==> config.mk <==
export PLATFORM = sky130hd
export DESIGN_NAME = seq_frame_tx_flat
export DESIGN_NICKNAME = d
export VERILOG_FILES = /design/src/rtl/seq_link_pkg.sv /design/src/rtl/seq_frame_tx_if.sv /design/src/rtl/seq_piso_shift.sv /design/src/rtl/seq_frame_tx.sv /design/src/flat_wrapper.sv
export SDC_FILE = /design/constraint.sdc
export NUM_CORES = 1
export LEC_CHECK = 0
export CAP_MARGIN = 40
export CELL_PAD_IN_SITES_DETAIL_PLACEMENT = 1
export CELL_PAD_IN_SITES_GLOBAL_PLACEMENT = 1
export CORE_ASPECT_RATIO = 1.75
export CORE_MARGIN = 2
export CORE_UTILIZATION = 47
export DETAILED_ROUTE_END_ITERATION = 10
export PLACE_DENSITY = 0.87
export SETUP_SLACK_MARGIN = 0.15
export SYNTH_ARGS = -nofsm -noshare
export SYNTH_HDL_FRONTEND = slang
export SYNTH_SLANG_ARGS = --single-unit
==> constraint.sdc <==
create_clock -name clk -period 5.65 [get_ports clk]
set_input_delay 1.13 -clock clk [delete_from_list [all_inputs] [get_ports clk]]
set_output_delay 1.13 -clock clk [all_outputs]
set_load 0.01 [all_outputs]
==> src/rtl/seq_link_pkg.sv <==
// Shared definitions for the 1101-marker serial link.
// Used by both the transmitter and the receive-side detector.
package seq_link_pkg;

    typedef enum logic [2:0] {
        ST_IDLE,
        ST_PRE,
        ST_DATA,
        ST_STUFF,
        ST_GAP
    } link_state_e;

    localparam int         PRE_LEN  = 4;
    localparam logic [3:0] PREAMBLE = 4'b1101;
    localparam logic [1:0] RUN_MAX  = 2'd2;

    function automatic logic pre_bit(input logic [1:0] idx);
        return PREAMBLE[2'd3 - idx];
    endfunction

endpackage

==> src/rtl/seq_frame_tx_if.sv <==
// Word handshake plus serial line bundle of the frame transmitter.
// master drives words in, slave is the transmitter.
interface seq_frame_tx_if #(
    parameter int DATA_W = 8
);
    logic              in_valid;
    logic [DATA_W-1:0] in_data;
    logic              in_ready;
    logic              out;
    logic              out_valid;
    logic              frame_done;
    logic              busy;

    modport master (
        output in_valid, in_data,
        input  in_ready, out, out_valid, frame_done, busy
    );

    modport slave (
        input  in_valid, in_data,
        output in_ready, out, out_valid, frame_done, busy
    );
endinterface

==> src/rtl/seq_piso_shift.sv <==
// Parallel-in serial-out register, MSB first.
// Load has priority over shift.
module seq_piso_shift #(
    parameter int DATA_W = 8
) (
    input  logic              clk,
    input  logic              reset,
    input  logic              load_i,
    input  logic              shift_i,
    input  logic [DATA_W-1:0] data_i,
    output logic              msb_o
);
    logic [DATA_W-1:0] sr_q;
    logic [DATA_W-1:0] sr_d;

    always_comb begin
        sr_d = sr_q;
        if (load_i) begin
            sr_d = data_i;
        end else if (shift_i) begin
            sr_d = sr_q << 1;
        end
    end

    always_ff @(posedge clk or negedge reset) begin
        if (!reset) begin
            sr_q <= '0;
        end else begin
            sr_q <= sr_d;
        end
    end

    assign msb_o = sr_q[DATA_W-1];
endmodule

==> src/rtl/seq_frame_tx.sv <==
// Serial frame transmitter: 1101 preamble, zero-stuffed payload, idle gap.
// Every output is registered; the comb block decides next cycle's line bit.
module seq_frame_tx
    import seq_link_pkg::*;
#(
    parameter int DATA_W  = 8,
    parameter int GAP_LEN = 2
) (
    input logic           clk,
    input logic           reset,
    seq_frame_tx_if.slave bus
);
    localparam int BW = $clog2(DATA_W + 1);
    localparam int GW = $clog2(GAP_LEN + 1);

    localparam logic [BW-1:0] BIT_LAST = BW'(DATA_W);
    localparam logic [GW-1:0] GAP_LAST = GW'(GAP_LEN);
    localparam logic [1:0]    PRE_LAST = 2'(PRE_LEN - 1);

    link_state_e   state_q, state_d;
    logic [1:0]    pre_q, pre_d;
    logic [BW-1:0] bit_q, bit_d;
    logic [GW-1:0] gap_q, gap_d;
    logic [1:0]    run_q, run_d;
    logic          stf_q, stf_d;
    logic          out_q, out_d;
    logic          vld_q, vld_d;
    logic          done_q, done_d;
    logic          busy_q, busy_d;
    logic          rdy_q, rdy_d;

    logic       accept;
    logic       emit;
    logic       to_gap;
    logic [1:0] run_base;
    logic       sr_load;
    logic       sr_shift;
    logic       sr_msb;

    assign accept = bus.in_valid & rdy_q;

    seq_piso_shift #(
        .DATA_W (DATA_W)
    ) u_piso (
        .clk     (clk),
        .reset   (reset),
        .load_i  (sr_load),
        .shift_i (sr_shift),
        .data_i  (bus.in_data),
        .msb_o   (sr_msb)
    );

    always_comb begin
        state_d  = state_q;
        pre_d    = pre_q;
        bit_d    = bit_q;
        gap_d    = gap_q;
        run_d    = run_q;
        stf_d    = stf_q;
        out_d    = 1'b0;
        done_d   = 1'b0;
        emit     = 1'b0;
        to_gap   = 1'b0;
        run_base = run_q;
        sr_load  = 1'b0;
        sr_shift = 1'b0;

        unique case (state_q)
            ST_IDLE: begin
                if (accept) begin
                    state_d = ST_PRE;
                    pre_d   = 2'd0;
                    bit_d   = '0;
                    sr_load = 1'b1;
                    out_d   = pre_bit(2'd0);
                end
            end
            ST_PRE: begin
                if (pre_q == PRE_LAST) begin
                    // preamble ends in a 1, so the run starts at one
                    emit     = 1'b1;
                    run_base = 2'd1;
                end else begin
                    pre_d = pre_q + 2'd1;
                    out_d = pre_bit(pre_q + 2'd1);
                end
            end
            ST_DATA: begin
                if (run_q == RUN_MAX) begin
                    state_d = ST_STUFF;
                    stf_d   = 1'b0;
                    run_d   = 2'd0;
                end else if (bit_q == BIT_LAST) begin
                    to_gap = 1'b1;
                end else begin
                    emit = 1'b1;
                end
            end
            ST_STUFF: begin
                if (!stf_q) begin
                    stf_d = 1'b1;
                end else if (bit_q == BIT_LAST) begin
                    to_gap = 1'b1;
                end else begin
                    emit = 1'b1;
                end
            end
            ST_GAP: begin
                if (gap_q == GAP_LAST) begin
                    state_d = ST_IDLE;
                end else begin
                    gap_d = gap_q + GW'(1);
                end
            end
            default: state_d = ST_IDLE;
        endcase

        if (emit) begin
            state_d  = ST_DATA;
            sr_shift = 1'b1;
            out_d    = sr_msb;
            bit_d    = bit_q + BW'(1);
            run_d    = sr_msb ? run_base + 2'd1 : 2'd0;
        end

        if (to_gap) begin
            state_d = ST_GAP;
            gap_d   = GW'(1);
            done_d  = 1'b1;
        end

        vld_d  = (state_d == ST_PRE) || (state_d == ST_DATA)
              || (state_d == ST_STUFF);
        busy_d = (state_d != ST_IDLE);
        rdy_d  = (state_d == ST_IDLE);
    end

    always_ff @(posedge clk or negedge reset) begin
        if (!reset) begin
            state_q <= ST_IDLE;
            pre_q   <= 2'd0;
            bit_q   <= '0;
            gap_q   <= '0;
            run_q   <= 2'd0;
            stf_q   <= 1'b0;
            out_q   <= 1'b0;
            vld_q   <= 1'b0;
            done_q  <= 1'b0;
            busy_q  <= 1'b0;
            rdy_q   <= 1'b0;
        end else begin
            state_q <= state_d;
            pre_q   <= pre_d;
            bit_q   <= bit_d;
            gap_q   <= gap_d;
            run_q   <= run_d;
            stf_q   <= stf_d;
            out_q   <= out_d;
            vld_q   <= vld_d;
            done_q  <= done_d;
            busy_q  <= busy_d;
            rdy_q   <= rdy_d;
        end
    end

    assign bus.out        = out_q;
    assign bus.out_valid  = vld_q;
    assign bus.frame_done = done_q;
    assign bus.busy       = busy_q;
    assign bus.in_ready   = rdy_q;
endmodule
==> src/flat_wrapper.sv <==
// flat-port wrapper written by rule: the top's interface ports become plain ports
module seq_frame_tx_flat import seq_link_pkg::*;
#(
    parameter int DATA_W  = 8,
    parameter int GAP_LEN = 2
)
  (clk, reset, bus_in_valid, bus_in_data, bus_in_ready, bus_out, bus_out_valid, bus_frame_done, bus_busy);
  seq_frame_tx_if #(.DATA_W(DATA_W)) bus_i ();
  input logic clk;
  input logic reset;
  input wire logic [$bits(bus_i.in_valid)-1:0] bus_in_valid;
  input wire logic [$bits(bus_i.in_data)-1:0] bus_in_data;
  output wire logic [$bits(bus_i.in_ready)-1:0] bus_in_ready;
  output wire logic [$bits(bus_i.out)-1:0] bus_out;
  output wire logic [$bits(bus_i.out_valid)-1:0] bus_out_valid;
  output wire logic [$bits(bus_i.frame_done)-1:0] bus_frame_done;
  output wire logic [$bits(bus_i.busy)-1:0] bus_busy;
  assign bus_i.in_valid = bus_in_valid;
  assign bus_i.in_data = bus_in_data;
  assign bus_in_ready = bus_i.in_ready;
  assign bus_out = bus_i.out;
  assign bus_out_valid = bus_i.out_valid;
  assign bus_frame_done = bus_i.frame_done;
  assign bus_busy = bus_i.busy;
  seq_frame_tx #(.DATA_W(DATA_W), .GAP_LEN(GAP_LEN)) u_core (.clk(clk), .reset(reset), .bus(bus_i));
endmodule
== Word-level counts from Yosys, hierarchy flattened ==
Index checks and enable logic that the tools add are counted.

* Equality and inequality tests: 15
* Multiply operators: 0
* Reductions and logical operators: 19
* Add/subtract/negate cells: 5
* Bitwise gates (word level): 1
* $lt $le $gt $ge: 1
* Div/mod/pow operators: 0
* Multiplexer cells: 43
* Shifts and indexed selects: 0

{| class="wikitable"
|+ Operators with widths
! kind !! number
|-
| 2-bit two-way mux || 11
|-
| 8-bit two-way mux || 2
|-
| 2-bit nonzero test || 8
|-
| 1-bit two-way mux || 15
|-
| 3-bit two-way mux || 5
|-
| 3-bit by 2-bit == test with 1-bit output, second input constant || 4
|-
| 4-bit two-way mux || 3
|-
| 3-bit case mux with 4 select lines || 1
|-
| 2-bit AND reduction || 4
|-
| 2-bit by 1-bit adder with 2-bit output, second input constant || 3
|-
| 2-bit == test, second input constant || 3
|-
| 3-bit by 1-bit == test with 1-bit output, second input constant || 2
|-
| 3-bit logical NOT || 2
|-
| 2-bit by 1-bit != test with 1-bit output, second input constant || 3
|-
| 1-bit case mux with 2 select lines || 3
|-
| 4-bit by 1-bit adder with 4-bit output, second input constant || 1
|-
| 4-bit == test, second input constant || 1
|-
| 2-bit case mux with 2 select lines || 1
|-
| 3-bit == test, second input constant || 1
|-
| 2-bit by 3-bit < comparator with 1-bit output, second input constant || 1
|-
| 1-bit case mux with 3 select lines || 1
|-
| 3-bit AND reduction || 1
|-
| 3-bit nonzero test || 1
|-
| 1-bit binary-select mux with 2-bit select || 1
|-
| other kinds (5) || 6
|}

* RAM bits: 0
* Register bits after elaboration: 27
* Memories: 0
* Output and inout port bits: 5
* ROM bits: 0
* Logic and storage cells: 96
* Bits in latches: 0

== Depth between registers and ports, before layout ==
Gate-level depths: netlist of run 1.

* Word-level depth: 9
* Mapped depth: 7
* Depth with buffers taken out: 6

== Modules after synthesis ==
From an unflattened synthesis of run 1, not the netlist that was laid out.

* Cell total of the unflattened synthesis: 129
* Area total of the unflattened synthesis: 1,366.3 µm²

{| class="wikitable"
|+ By module, submodules not included
! module !! area each (µm²) !! cells each !! times used
|-
| seq_frame_tx || 997.2 || 95 || 1
|-
| seq_piso_shift || 369.1 || 34 || 1
|}

== Worst setup path before layout of run 1 ==
OpenSTA, ideal clock, no wires.

* Kind: in2reg
* Start point: input bus_in_valid
* End point: register u_core.bit_q[0]
* Path buffers: 0
* Stages on the path: 4
* Data required time: 5,525 ps
* Slack: 3,467 ps
* Library setup time: 125 ps
* Data arrival time: 2,058 ps
* Path through: nand2_1 -> nor4_2 -> nor3_1 -> mux2_2

* Word-level cells in the longest chain between the ends: 3

{| class="wikitable"
|+ Ends and longest elaborated chain
! element !! line !! text
|-
| start: declaration || flat_wrapper.sv:11 || <nowiki>input wire logic [$bits(bus_i.in_valid)-1:0] bus_in_valid;</nowiki>
|-
| 1-bit bitwise AND || seq_frame_tx.sv:40 || <nowiki>assign accept = bus.in_valid & rdy_q;</nowiki>
|-
| 2-bit nonzero test (no source line) || -- ||
|-
| 2-bit AND reduction (no source line) || -- ||
|-
| end signal: assignment || seq_frame_tx.sv:154 || <nowiki>bit_q <= bit_d;</nowiki>
|-
| end: declaration || seq_frame_tx.sv:22 || <nowiki>logic [BW-1:0] bit_q, bit_d;</nowiki>
|}

No other way between the ends.
A chain may end at the register's enable or synchronous reset.

== Worst setup path in the final report of run 1 ==
* Start point: input bus_in_valid
* End point: register u_core.pre_q[1]

* Word-level cells in the longest chain between the ends: 3

{| class="wikitable"
|+ Ends and longest elaborated chain
! element !! line !! text
|-
| 1-bit bitwise AND || seq_frame_tx.sv:40 ||
|-
| 2-bit by 1-bit != test with 1-bit output (no source line) || -- ||
|-
| 3-bit AND reduction (no source line) || -- ||
|-
| end signal: assignment || seq_frame_tx.sv:153 || <nowiki>pre_q <= pre_d;</nowiki>
|-
| end: declaration || seq_frame_tx.sv:21 || <nowiki>logic [1:0] pre_q, pre_d;</nowiki>
|}

No other way between the ends.

==> metrics.md, run 1 <==
| Metric | Value |
|---|---|
| Clock transition at the registers of the reported paths | `about 0.090 ns` |
| Register area share after synthesis | `0.484` |
| Minimum clock period | `roughly 2.5 ns` |
| Routed len/inst | `roughly 18 um` |
| Post-Syn Area | `roughly 0.0014 mm2` |
| Tot GR Track Use | `0.193` |
| CP endpoint kind | `register` |
| DRC viols | `0` |
| Reg-to-Reg Start | `u_core.bit_q[0]` |
| Yosys Warn Count | `0` |
| Ant. Diodes | `0` |
| Distinct cell type count after synthesis | `between 40 and 50` |
| Die H | `approximately 76 um` |
| CP peak stage delay | `roughly 0.48 ns` |
| CP arrival | `2.62 ns` |
| Setup CP Type | `input pin to register` |
| Ys async rst share | `1.00` |
| Final wirelength | `between 3 and 4 mm` |
| Post-synthesis mux area share | `0.0242` |
| Synth Area in XOR/XNOR | `0.00628` |
| Buf/Inv on CP | `1` |
| Die area | `approximately 0.0034 mm2` |
| # port buffers | `15` |
| LEAKAGE | `approximately 0.69 nW` |
| Hold Vio Cnt, Final | `0` |
| Worst hold start | `u_core.u_piso.sr_q[2]` |
| # clock sinks | `27` |
| Fmax | `407 MHz` |
| Worst skew pair latency | `about 0.27 ns` |
| Placed Instances | `roughly 160` |
| Hold depth | `1` |
| Peak supply drop | `0.275 mV` |
| Worst path slowest cell | `clkdlybuf4s50_1` |
| Largest family of logic cells by synthesized area | `simple AND/OR/NAND/NOR gates` |
| GPL Wtd Cong | `roughly 0.78` |
| Layout Cells excl Fill | `165` |
| Area Overhead vs Synth | `14.4%` |
| Hold_buf cts | `0` |
| Gate Count Post-Synth | `around 120` |
| Worst setup startpoint | `bus_in_valid` |
| First-pass GRT wire length | `just over 5 mm` |
| # rows | `26` |
| PwrDens | `roughly 500 mW/mm2` |
| R2R depth | `6` |
| CTS Buffer Depth | `2` |
| Tightest Pin Transition | `between 0.8 and 0.9 ns` |
| Post-cts resize count | `0` |
| Syn nets | `138` |
| Starting density of the core | `0.487` |
| Fillers | `~320` |
| Total Nets Final | `154` |
| Largest net degree at the start of global routing | `28` |
| Pins over their slew limit | `0` |
| Grt ovf | `0` |
| HPWL Detailed | `about 2.2 mm` |
| Setup Total Neg Slack | `0 ns` |
| Drt initial violations | `17` |
| Drt via density | `about 6.3` |
| Max Cap Viol | `0` |
| CTS tree | `done` |
| R2R setup slack | `3.23 ns` |
| I/O Pins | `16` |
| Final Cycle Share | `0.435` |
| Post-synthesis simple-gate area fraction | `0.228` |
| Die width | `~45 um` |
| Post-Synth Adder-Cell Area | `0.0448` |
| Reg2reg end | `u_core.u_piso.sr_q[5]` |
| Root Buffer | `clkbuf_8` |
| Critical Path RT | `about 5.8 ns` |
| Slew HR | `0.444` |
| Startpoint Class | `input pin` |
| Worst-path maximum fanout | `2` |
| Share of layout cells above drive strength 1 | `0.124` |
| Drt pass-1 iters | `4` |
| Vias in the first global route | `~1,100` |
| Mean Syn Cell Area | `~11 um2` |
| CP delay by family, top | `compound AO/OA/AOI/OAI gates` |
| Synth Register Bits | `27` |
| Post-route ant nets | `0` |
| Compound-Gate Fraction of Synth Area | `0.160` |
| RSZ-0062 raised after global routing | `no` |
| Num CTS Buffers | `3` |
| Cell Chain, Critical Path | `clkdlybuf4s50_1 > a32oi_1 > a2111oi_2 > mux2_2` |
| Initial antenna violation count | `0` |
| Final setup viols | `0` |
| Outcome | `finished clean` |
| Worst min-delay path class | `register to register` |
| H-tree depth | `1` |
| Core area | `roughly 0.0029 mm2` |
| Placement Setup Slack | `2.90 ns` |
| Clock Skew | `between 0.0015 and 0.002 ns` |
| Hold endpoint | `u_core.u_piso.sr_q[3]` |
| Setup Buffers After CTS | `0` |
| Number of flops mapped to enable cells by yosys | `0` |
| Final worst setup slack | `~3.2 ns` |
| Vias | `slightly above 1,000` |
| Main synth FF type | `dfrtp_1` |
through the flow:
stage               power [mW]  hold WS (ns)   util  instance area [um2]
floorplan                0.600         0.467      -                 1400
global placement         0.668         0.482  0.542                 1550
detailed placement       0.698         0.492  0.542                 1550
CTS                      0.809         0.520  0.558                 1600
global route             0.865         0.549  0.558                 1600
finish                   0.800         0.520  0.558                 1600
cell usage after synthesis, types with 3 or more instances:
cell,number,share of area
nor2_1,7,0.019
a221o_1,7,0.050
o21ai_0,4,0.014
nand2b_1,3,0.013
mux2_2,3,0.024
nand2_1,7,0.019
ha_1,5,0.045
dfrtp_1,27,0.48
nor4b_1,7,0.044
inv_1,8,0.022
nor3_1,3,0.011
flip-flops by register name, indices dropped and copies added (netlist names):
name / count
u_core.u_piso.sr_q: 8
u_core.bus.busy: 1
u_core.run_q: 2
u_core.pre_q: 2
u_core.bus.in_ready: 1
u_core.stf_q: 1
u_core.bus.out: 1
u_core.bus.out_valid: 1
u_core.bit_q: 4
u_core.gap_q: 2
u_core.state_q: 3
u_core.bus.frame_done: 1
how the worst max path moves through the flow:
stage          slack [ns]               to  cells after the start
3_3_place_gp         2.95  u_core.pre_q[1]                      4
3_5_place_dp         2.90  u_core.pre_q[1]                      4
6_report             3.19  u_core.pre_q[1]                      4
2_1_floorplan        3.47  u_core.bit_q[0]                      4
5_1_grt              3.00  u_core.run_q[1]                      6
4_1_cts              3.19  u_core.pre_q[1]                      4
metal layers:
metal / part of all wire / track usage
met5: 0 / 0
met4: 0.018 / 0.0794
met3: 0.033 / 0.0213
met2: 0.55 / 0.319
met1: 0.40 / 0.245
cells in the final DEF (no fill, tap or decap), drive strengths merged:
master | synthesis | final
dfrtp | 27 | 27
nand4bb | 1 | 1
or4b | 1 | 1
or3 | 1 | 1
nand2 | 8 | 8
a2bb2oi | 1 | 1
clkdlybuf4s50 | 0 | 15
o31ai | 2 | 2
a2111oi | 1 | 1
a32oi | 1 | 1
nor4 | 2 | 2
inv | 8 | 8
a21o | 1 | 1
a211oi | 1 | 1
ha | 5 | 5
or3b | 1 | 1
o2111ai | 1 | 1
nor4b | 8 | 8
a21oi | 3 | 3
nand3 | 1 | 1
nor2 | 7 | 7
mux2 | 3 | 3
or2 | 2 | 2
nand2b | 4 | 4
o21ai | 4 | 4
nor3 | 3 | 3
a22o | 2 | 2
buf | 5 | 2
clkbuf | 1 | 4
a221o | 7 | 7
o32a | 1 | 1
o211ai | 2 | 2
and3b | 1 | 1
nor3b | 1 | 1
and3 | 1 | 1
xnor2 | 1 | 1
nand4 | 1 | 1
nor2b | 2 | 2
cell families (layout without fill, tap and decap cells):
| logic type | after synthesis | in the layout |
|---|---|---|
| fa+ha+maj | 5 | 5 |
| mux | 3 | 3 |
| simple gates | 45 | 45 |
| xor+xnor | 1 | 1 |
| flops | 27 | 27 |
| compound gates | 27 | 27 |
| buf+inv | 14 | 29 |
worst reg2reg max path: stages (launching register included):
cell and delay [ns]:
dfrtp_1 0.41, inv_1 0.07, ha_1 0.18, and3b_1 0.21, nor4_4 0.76, or2_1 0.49, a221o_1 0.24
cell type report:
type,instances,area [um2],area share
flip-flops and latches,27,676,0.423
repair buffers,17,165,0.103
inverters,8,30.0,0.0188
well taps,28,35.0,0.0219
clock buffers,4,45.0,0.0282
multi-input cells,81,646,0.404
report_power, final:
part	leakage [nW]	total, mW	internal, mW	switching [mW]
sequential	0.340	0.339	0.271	0.0686
clock	0.0228	0.109	0.0506	0.0587
combinational	0.326	0.352	0.176	0.176
total	0.690	0.800	0.497	0.303
Note: power is estimated with default switching activity, not from simulation.
==> inputs of run 2 (changes only) <==
--- a/config.mk
+++ b/config.mk
@@ -10,9 +10,9 @@
 export CELL_PAD_IN_SITES_GLOBAL_PLACEMENT = 1
 export CORE_ASPECT_RATIO = 1.75
 export CORE_MARGIN = 2
-export CORE_UTILIZATION = 47
+export CORE_UTILIZATION = 44
 export DETAILED_ROUTE_END_ITERATION = 10
-export PLACE_DENSITY = 0.87
+export PLACE_DENSITY = 0.82
 export SETUP_SLACK_MARGIN = 0.15
 export SYNTH_ARGS = -nofsm -noshare
 export SYNTH_HDL_FRONTEND = slang
==> constraint.sdc (replaced) <==
create_clock -name clk -period 2.3 [get_ports clk]
set_input_delay 0.46 -clock clk [delete_from_list [all_inputs] [get_ports clk]]
set_output_delay 0.46 -clock clk [all_outputs]
set_load 0.01 [all_outputs]
==> metrics.md, run 2 (synthesis results as in run 1) <==
| Metric | Value |
|---|---|
| Final Cycle Share | `0.867` |
| CTS tree | `done (unchanged)` |
| Setup Buffers After CTS | `0 (unchanged)` |
| Worst setup startpoint | `u_core.bit_q[0] (was bus_in_valid)` |
| H-tree depth | `1 (unchanged)` |
| Hold_buf cts | `0 (unchanged)` |
| Peak supply drop | `0.497 mV (was 0.275 mV)` |
| R2R setup slack | `0.31 ns (was 3.23 ns)` |
| Die width | `46.6 um (was 45.2 um)` |
| Drt pass-1 iters | `3 (was 4)` |
| Largest register by flop count | `u_core.u_piso.sr_q (unchanged)` |
| Vias in the first global route | `1,178 (was 1,094)` |
| GPL Wtd Cong | `0.804 (was 0.775)` |
| CP endpoint kind | `register (unchanged)` |
| Commonest cells after routing, fill and taps aside | `dfrtp_1, clkdlybuf4s50_1, inv_1 (unchanged)` |
| Setup Total Neg Slack | `0 ns (unchanged)` |
| Drt initial violations | `13 (was 17)` |
| Ant. Diodes | `0 (unchanged)` |
| Post-cts resize count | `0 (unchanged)` |
| RSZ-0062 raised after global routing | `no (unchanged)` |
| Num CTS Buffers | `3 (unchanged)` |
| Grt ovf | `0 (unchanged)` |
| I/O Pins | `16 (unchanged)` |
| Fmax | `approximately 500 MHz` |
| Initial antenna violation count | `0 (unchanged)` |
| DRC viols | `0 (unchanged)` |
| R2R depth | `6 (unchanged)` |
| Setup CP Type | `register to register (was input pin to register)` |
| First-pass GRT wire length | `5.18 mm (was 5.03 mm)` |
| Die area | `0.00365 mm2 (was 0.00344 mm2)` |
| Die H | `78.5 um (was 76.1 um)` |
| HPWL Detailed | `2.23 mm (was 2.16 mm)` |
| Vias | `1,040 (was 1,034)` |
| Root Buffer | `clkbuf_8 (unchanged)` |
| Max reg flops | `8 (unchanged)` |
| CP arrival | `2.14 ns (was 2.62 ns)` |
| Worst skew pair latency | `0.28 ns (was 0.27 ns)` |
| Minimum clock period | `about 2 ns` |
| Startpoint Class | `register (was input pin)` |
| Critical Path RT | `2.45 ns (was 5.82 ns)` |
| Share of layout cells above drive strength 1 | `0.150 (was 0.124)` |
| Worst min-delay path class | `register to register (unchanged)` |
| Tot GR Track Use | `0.194 (was 0.193)` |
| Core area | `0.00307 mm2 (was 0.00286 mm2)` |
| Critical Path End | `u_core.run_q[1] (was u_core.pre_q[1])` |
| Clock Skew | `0.00326 ns (was 0.00185 ns)` |
| Fillers | `340 (was 319)` |
| Routed len/inst | `16.0 um (was 18.2 um)` |
| # clock sinks | `27 (unchanged)` |
| CTS Buffer Depth | `2 (unchanged)` |
| Worst-path maximum fanout | `13 (was 2)` |
| PwrDens | `1210 mW/mm2 (was 501 mW/mm2)` |
| # port buffers | `15 (unchanged)` |
| Largest registers | `u_core.u_piso.sr_q (8), u_core.bit_q (4), u_core.state_q (3) (unchanged)` |
| Drt via density | `5.68 (was 6.27)` |
| Starting density of the core | `0.454 (was 0.487)` |
| Cell area after layout | `0.00164 mm2 (was 0.00160 mm2)` |
| Outcome | `finished clean (unchanged)` |
| Area Overhead vs Synth | `17.5% (was 14.4%)` |
| Total Nets Final | `157 (was 154)` |
| LEAKAGE | `0.708 nW (was 0.690 nW)` |
| Pins over their slew limit | `0 (unchanged)` |
| Clock transition at the registers of the reported paths | `0.09 ns (about the same)` |
| Post-route ant nets | `0 (unchanged)` |
| Max Cap Viol | `0 (unchanged)` |
| # rows | `27 (was 26)` |
| Reg-to-Reg Start | `u_core.bit_q[0] (unchanged)` |
| Commonest non-fill, non-tap cell in the layout | `dfrtp_1 (unchanged)` |
| Final wirelength | `2.93 mm (was 3.01 mm)` |
| Largest net degree at the start of global routing | `28 (unchanged)` |
| Final setup viols | `0 (unchanged)` |
| Hold Vio Cnt, Final | `0 (unchanged)` |
| Tightest Pin Transition | `0.475 ns (was 0.827 ns)` |
| Slew HR | `0.682 (was 0.444)` |
| Reg2reg end | `u_core.run_q[1] (was u_core.u_piso.sr_q[5])` |
| Placed Area | `0.00159 mm2 (was 0.00155 mm2)` |
run 2: cell count changes in the layout (fill, tap and decap cells not counted), sizes merged:
cell,previous run,this run
buf,2,5
clkinv,0,1
clkbuf,4,3
run 2: cell type report:
class                      count  area (um2)  share of cell area
clock buffer                   3        41.3              0.0252
clock inverter                 1        5.00             0.00305
inverter                       8        30.0              0.0183
multi-input combinational     81         646               0.394
sequential                    27         676               0.412
tap                           43        53.8              0.0328
timing repair buffer          20         188               0.115
run 2: metal layers:
metal | GRT usage | vias up | share of wire
met1 | 0.209 | 529 | 0.38
met4 | 0.0857 | 0 | 0.022
met5 | 0 | - | 0
met3 | 0.0276 | 6 | 0.026
met2 | 0.349 | 17 | 0.58
li1 | - | 488 | -
run 2: metrics by stage:
| stage | instances | worst slack, ns | utilization | total power [mW] | hold slack (ns) |
|---|---|---|---|---|---|
| finish | 183 | 0.306 | 0.533 | 1.99 | 0.519 |
| global route | 183 | 0.164 | 0.533 | 2.15 | 0.551 |
| CTS | 183 | 0.282 | 0.533 | 2.02 | 0.521 |
| detailed placement | 179 | 0.246 | 0.518 | 1.74 | 0.494 |
| global placement | 179 | 0.269 | 0.518 | 1.68 | 0.484 |
| floorplan | 122 | 0.470 | - | 1.47 | 0.164 |
run 2: worst min-delay path by stage:
stage | depth (start not counted) | end | from
final | 1 | u_core.u_piso.sr_q[7] | u_core.u_piso.sr_q[6]
after global placement | 1 | u_core.u_piso.sr_q[6] | u_core.u_piso.sr_q[5]
after CTS | 1 | u_core.u_piso.sr_q[3] | u_core.u_piso.sr_q[2]
after global routing | 1 | u_core.u_piso.sr_q[6] | u_core.u_piso.sr_q[5]
after detailed placement | 1 | u_core.u_piso.sr_q[2] | u_core.u_piso.sr_q[1]
after floorplan | 0 | u_core.bit_q[0] | reset
run 2: power by group:
part | internal [mW] | switching (mW)
logic | 0.457 | 0.428
registers | 0.665 | 0.163
clock network | 0.122 | 0.151
total | 1.24 | 0.742
run 2: critical path, cell delays in order (launching register included):
cell	delay, ns
dfrtp_1	0.41
inv_1	0.07
ha_1	0.19
and3b_1	0.21
nor4_4	0.39
or2_1	0.43
o211ai_1	0.16
